## config.mk

```make
export PLATFORM = sky130hd
export DESIGN_NAME = alu_mul_seq
export DESIGN_NICKNAME = d
export VERILOG_FILES = /design/src/rtl/alu_mul_seq_pkg.sv /design/src/rtl/alu_mul_seq_cla.sv /design/src/rtl/alu_mul_seq.sv
export SDC_FILE = /design/constraint.sdc
export NUM_CORES = 1
export LEC_CHECK = 0
export CELL_PAD_IN_SITES_DETAIL_PLACEMENT = 1
export CELL_PAD_IN_SITES_GLOBAL_PLACEMENT = 1
export CORE_MARGIN = 2
export CORE_UTILIZATION = 39
export CTS_CLUSTER_DIAMETER = 80
export DETAILED_ROUTE_END_ITERATION = 16
export PLACE_DENSITY_LB_ADDON = 0.25
export SLEW_MARGIN = 5
export SYNTH_ARGS = -nofsm -noshare
export SYNTH_HDL_FRONTEND = slang
export SYNTH_HIERARCHICAL = 1
export SYNTH_SLANG_ARGS = --single-unit
```

## constraint.sdc

```tcl
create_clock -name clk -period 2.8 [get_ports clk]
set_input_delay 0.28 -clock clk [delete_from_list [all_inputs] [get_ports clk]]
set_output_delay 0.28 -clock clk [all_outputs]
set_load 0.05 [all_outputs]
```

## src/rtl/alu_mul_seq_pkg.sv

```systemverilog
// Shared ALU definitions for the sequential multiplier: FSM state codes and
// the number of shift-add iterations.
package alu_mul_seq_pkg;

  typedef enum logic [1:0] {
    MUL_IDLE = 2'd0,
    MUL_CALC = 2'd1,
    MUL_DONE = 2'd2
  } mul_state_e;

  localparam int MUL_ITER = 8;
  localparam logic [2:0] MUL_LAST = 3'(MUL_ITER - 1);

endpackage

```

## src/rtl/alu_mul_seq_cla.sv

```systemverilog
// 8-bit carry-lookahead adder/subtractor (mode=1 subtracts b from a).
// Every carry is formed directly from the generate/propagate terms.
module alu_mul_seq_cla (
  input  logic [7:0] a,
  input  logic [7:0] b,
  input  logic       cin,
  input  logic       mode,
  output logic [7:0] sum,
  output logic       cout,
  output logic       ovfl
);

  logic [7:0] b_eff;
  logic [7:0] p;
  logic [7:0] g;
  logic [8:0] carry;
  logic       c0;

  assign c0 = mode ? 1'b1 : cin;

  genvar gi;
  generate
    for (gi = 0; gi < 8; gi++) begin : g_pg
      assign b_eff[gi] = b[gi] ^ mode;
      assign p[gi]     = a[gi] ^ b_eff[gi];
      assign g[gi]     = a[gi] & b_eff[gi];
    end
  endgenerate

  // carry[i] = OR over j<i of g[j] & p[j+1..i-1], plus c0 & p[0..i-1]
  always_comb begin
    logic term;
    logic acc;
    carry    = '0;
    carry[0] = c0;
    for (int i = 1; i <= 8; i++) begin
      term = c0;
      for (int k = 0; k < i; k++) term = term & p[k];
      acc = term;
      for (int j = 0; j < i; j++) begin
        term = g[j];
        for (int k = j + 1; k < i; k++) term = term & p[k];
        acc = acc | term;
      end
      carry[i] = acc;
    end
  end

  assign sum  = p ^ carry[7:0];
  assign cout = carry[8];
  assign ovfl = carry[8] ^ carry[7];

endmodule

```

## src/rtl/alu_mul_seq.sv

```systemverilog
// Unsigned 8x8 shift-add multiplier built on the shared CLA adder, with
// valid/ready handshakes on the operand and product sides.
module alu_mul_seq
  import alu_mul_seq_pkg::*;
#(
  parameter bit SKIP_ZERO = 1'b0
) (
  input  logic        clk,
  input  logic        rst,
  input  logic        flush,
  input  logic        start_valid,
  output logic        start_ready,
  input  logic [7:0]  op_a,
  input  logic [7:0]  op_b,
  output logic        res_valid,
  input  logic        res_ready,
  output logic [15:0] product,
  output logic        ovfl,
  output logic        busy
);

  mul_state_e state_q, state_d;
  logic [7:0] m_q, m_d;
  logic [7:0] a_q, a_d;
  logic [7:0] q_q, q_d;
  logic       c_q, c_d;
  logic [2:0] cnt_q, cnt_d;

  logic [7:0] add_b;
  logic [7:0] add_sum;
  logic       add_cout;
  logic       add_ovfl_unused;

  assign add_b = q_q[0] ? m_q : 8'h00;

  alu_mul_seq_cla u_cla (
    .a    (a_q),
    .b    (add_b),
    .cin  (c_q),
    .mode (1'b0),
    .sum  (add_sum),
    .cout (add_cout),
    .ovfl (add_ovfl_unused)
  );

  always_comb begin
    state_d = state_q;
    m_d     = m_q;
    a_d     = a_q;
    q_d     = q_q;
    c_d     = c_q;
    cnt_d   = cnt_q;
    if (flush) begin
      state_d = MUL_IDLE;
      cnt_d   = '0;
    end else begin
      case (state_q)
        MUL_IDLE: begin
          if (start_valid) begin
            m_d   = op_a;
            q_d   = op_b;
            a_d   = '0;
            c_d   = 1'b0;
            cnt_d = '0;
            if (SKIP_ZERO && ((op_a == 8'h00) || (op_b == 8'h00))) begin
              q_d     = '0;
              state_d = MUL_DONE;
            end else begin
              state_d = MUL_CALC;
            end
          end
        end
        MUL_CALC: begin
          // Add M when the current multiplier bit is set, then shift {cout,sum,Q} right.
          {c_d, a_d, q_d} = {1'b0, add_cout, add_sum, q_q[7:1]};
          cnt_d = cnt_q + 3'd1;
          if (cnt_q == MUL_LAST) state_d = MUL_DONE;
        end
        MUL_DONE: begin
          if (res_ready) state_d = MUL_IDLE;
        end
        default: state_d = MUL_IDLE;
      endcase
    end
  end

  always_ff @(posedge clk or posedge rst) begin
    if (rst) begin
      state_q <= MUL_IDLE;
      m_q     <= '0;
      a_q     <= '0;
      q_q     <= '0;
      c_q     <= 1'b0;
      cnt_q   <= '0;
    end else begin
      state_q <= state_d;
      m_q     <= m_d;
      a_q     <= a_d;
      q_q     <= q_d;
      c_q     <= c_d;
      cnt_q   <= cnt_d;
    end
  end

  assign start_ready = (state_q == MUL_IDLE);
  assign res_valid   = (state_q == MUL_DONE);
  assign busy        = (state_q != MUL_IDLE);
  assign product     = {a_q, q_q};
  assign ovfl        = |a_q;

endmodule
```

==> flow_results.org <==
** Power
- P per Cell Area :: 1020 nW/um^2
- Total power for the finished layout comes to 0.00236 W.
- IR Drop Worst-Case VDD :: 362 uV
- Reported leakage power :: 1.03 nW

** Logic synthesis
- Cell count after synthesis :: 162
- Yosys warns :: 6
- Averaged over all synthesized cells, the footprint is 10.9 um^2.
- Summing every instance area after synthesis gives 1760 um^2.

** Timing
- Of the available clock period, the critical path in the final layout requires 0.828.
- Setup repair after global routing left no endpoint under its margin.
- Final sum of negative setup slack :: 0 ns
- At the pin with the least slew margin, the transition time is 0.643 ns.
- Clock Skew :: 0.00561 ns
- Final Hold Violating Endpoints :: 0
- Maximum operating frequency :: 0.431 GHz
- Min Tclk post-route :: 2.32 ns
- Worst max-slew margin expressed relative to the limit :: 0.570
- Number of max-slew violations in the final report :: 0
- Final setup violation count :: 0

** Clocking
- The H-tree was split into 2 levels.
- After clock tree synthesis, the clock-pin slew on the worst setup and hold paths is 0.06 ns.
- Clock tree from TritonCTS :: done
- The clock passes through at most 2 buffers.
- Inserted Clock Buffers :: 5
- Hold_buf cts :: 0
- Root buffer selected by CTS :: clkbuf_8
- Clock sink count :: 29
- Post-CTS setup buffer count :: 0
- Clock insertion delay at the later pin of the skew report :: 0.28 ns
- After clock tree synthesis, the repair step resized 0 gates.

** Worst setup path
- Worst endpoint required time :: 2.97 ns
- Type of the setup path with the least slack :: reg2reg
- Walking the worst path, the cells encountered are and2_1, xor2_1, ha_1, or3_4, o22ai_4, o2111ai_4, a21o_1, a22o_1.
- STA classifies the critical path startpoint as a flop.
- Max incr delay on CP :: 0.47 ns
- The slowest stage of the critical path belongs to the cell dfrtp_1.
- Data on the critical path arrives at its endpoint at 2.49 ns.
- STA classifies the critical path endpoint as a flop.
- Maximum fanout encountered on the critical timing path :: 10

** Finish
- Area Growth Syn to Fin :: 31.1%
- Proportion of layout cells with a drive suffix above 1 :: 0.125
- Final #Nets :: 241
- Diode insertion count for antenna repair :: 0

** Die
- For this configuration, the core starts out at a cell density of 0.404.
- Area of the core region :: 4350 um^2
- Number of top-level design ports :: 41
- After floorplanning, the core was divided into 24 placement rows.
- Horizontal die dimension :: 71.2 um
- Die Y :: 71.2 um
- The die covers 5070 um^2.

** GRT
- Maximum number of pins on one net before global-route repair :: 30
- Wire length of the first global-routing pass :: 7290 um
- Number of global-route vias before repair :: 1516
- Residual overflow from global routing :: 0
- The number of antenna violations at the first check in global routing is 0.
- Total routing resource utilization after global routing :: 0.188

** Drt
- Summed over all layers, the routed wires come to 4340 um.
- Count of antenna-violating nets left after detailed routing :: 0
- The final route contains 1350 vias.
- After detailed routing, the number of remaining DRC violations is 0.
- Drt wl/cell :: 16.7 um
- Iteration-0 DRC Markers :: 24
- Detailed-routing iteration count for the pre-antenna-repair pass :: 3
- After detailed routing, the number of vias per cell comes to 5.19.

** Place
- Input and output buffers added on the ports amount to 40.
- HPWL reported at the end of detailed placement :: 3290 um
- Final estimated routing congestion in global placement :: 0.769

** Job
- Max Cap Viol :: 0

** Run status
- Status :: finished, final reports clean

** Worst hold path
- Path type of the worst min-delay path :: in2async
[routing by layer]
| layer | up-vias | part of all wire | track usage | routed length (um) |
|---|---|---|---|---|
| met4 | 0 | 0.010 | 0.0713 | 44 |
| met3 | 5 | 0.045 | 0.0598 | 194 |
| li1 | 654 | - | - | - |
| met5 | - | 0 | 0 | 0 |
| met2 | 30 | 0.52 | 0.325 | 2270 |
| met1 | 661 | 0.42 | 0.217 | 1840 |
[path summary, 6_finish.rpt]
kind                                    start                    to  slack (ns)  cells after the start
setup / recovery           q_q[0]$_DFFE_PP0P_    a_q[7]$_DFFE_PP0P_        0.48                      8
hold / removal                            rst  cnt_q[1]$_DFFE_PP0P_        0.38                      3
setup reg to reg           q_q[0]$_DFFE_PP0P_    a_q[7]$_DFFE_PP0P_        0.48                      8
hold reg to reg            m_q[2]$_DFFE_PP0P_    m_q[2]$_DFFE_PP0P_        0.51                      1
max in group asynchronous                 rst    m_q[3]$_DFFE_PP0P_        2.13                      3
min in group clk           m_q[2]$_DFFE_PP0P_    m_q[2]$_DFFE_PP0P_        0.51                      1
[area by class of cell]
type | count | area [um^2]
Clock buffer | 7 | 86.3
Fill cell | 469 | 2050
Inverter | 10 | 37.5
Multi-Input combinational cell | 118 | 963
Sequential cell | 29 | 726
Tap cell | 52 | 65.1
Timing Repair Buffer | 44 | 430
[worst max-delay path, delay by kind of cell, from the launching register on]
family	cells	cell delay, ns
flip-flops	1	0.47
adder cells (fa/ha/maj)	1	0.21
AND/OR/NAND/NOR	2	0.60
XOR/XNOR	1	0.14
AO/OA/AOI/OAI	4	0.80
[state kept, by name, indices dropped and copies added (netlist names)]
name     flops
m_q          8
q_q          8
a_q          8
cnt_q        3
state_q      2
[through the flow]
step	hold slack (ns)	util	instance area, um^2	instances	setup slack, ns
6_report	0.380	0.530	2310	260	0.481
5_1_grt	0.417	0.530	2310	260	0.395
4_1_cts	0.382	0.530	2310	260	0.464
3_5_place_dp	0.497	0.510	2220	253	0.495
3_3_place_gp	0.483	0.510	2220	253	0.573
2_1_floorplan	0.358	-	1760	163	0.394
[placed cells by master, fill, tap and decap left out, types with 3 or more instances in the layout]
| cell | count |
|---|---|
| a21oi_1 | 10 |
| a22o_1 | 7 |
| a22oi_1 | 3 |
| and2_1 | 8 |
| buf_4 | 4 |
| clkbuf_8 | 6 |
| clkdlybuf4s50_1 | 40 |
| dfrtp_1 | 29 |
| ha_1 | 11 |
| inv_1 | 10 |
| mux2_2 | 7 |
| mux2i_1 | 9 |
| nand2_1 | 4 |
| nor2_1 | 7 |
| nor3_1 | 8 |
| o21ai_0 | 4 |
| xnor2_1 | 3 |
| xor2_1 | 11 |
[where the power goes]
group / internal [W] / switching (W)
combinational: 0.000566 / 0.000798
sequential: 0.000529 / 0.000116
clock: 0.000195 / 0.000158
Power figures use the tool's default switching activity.
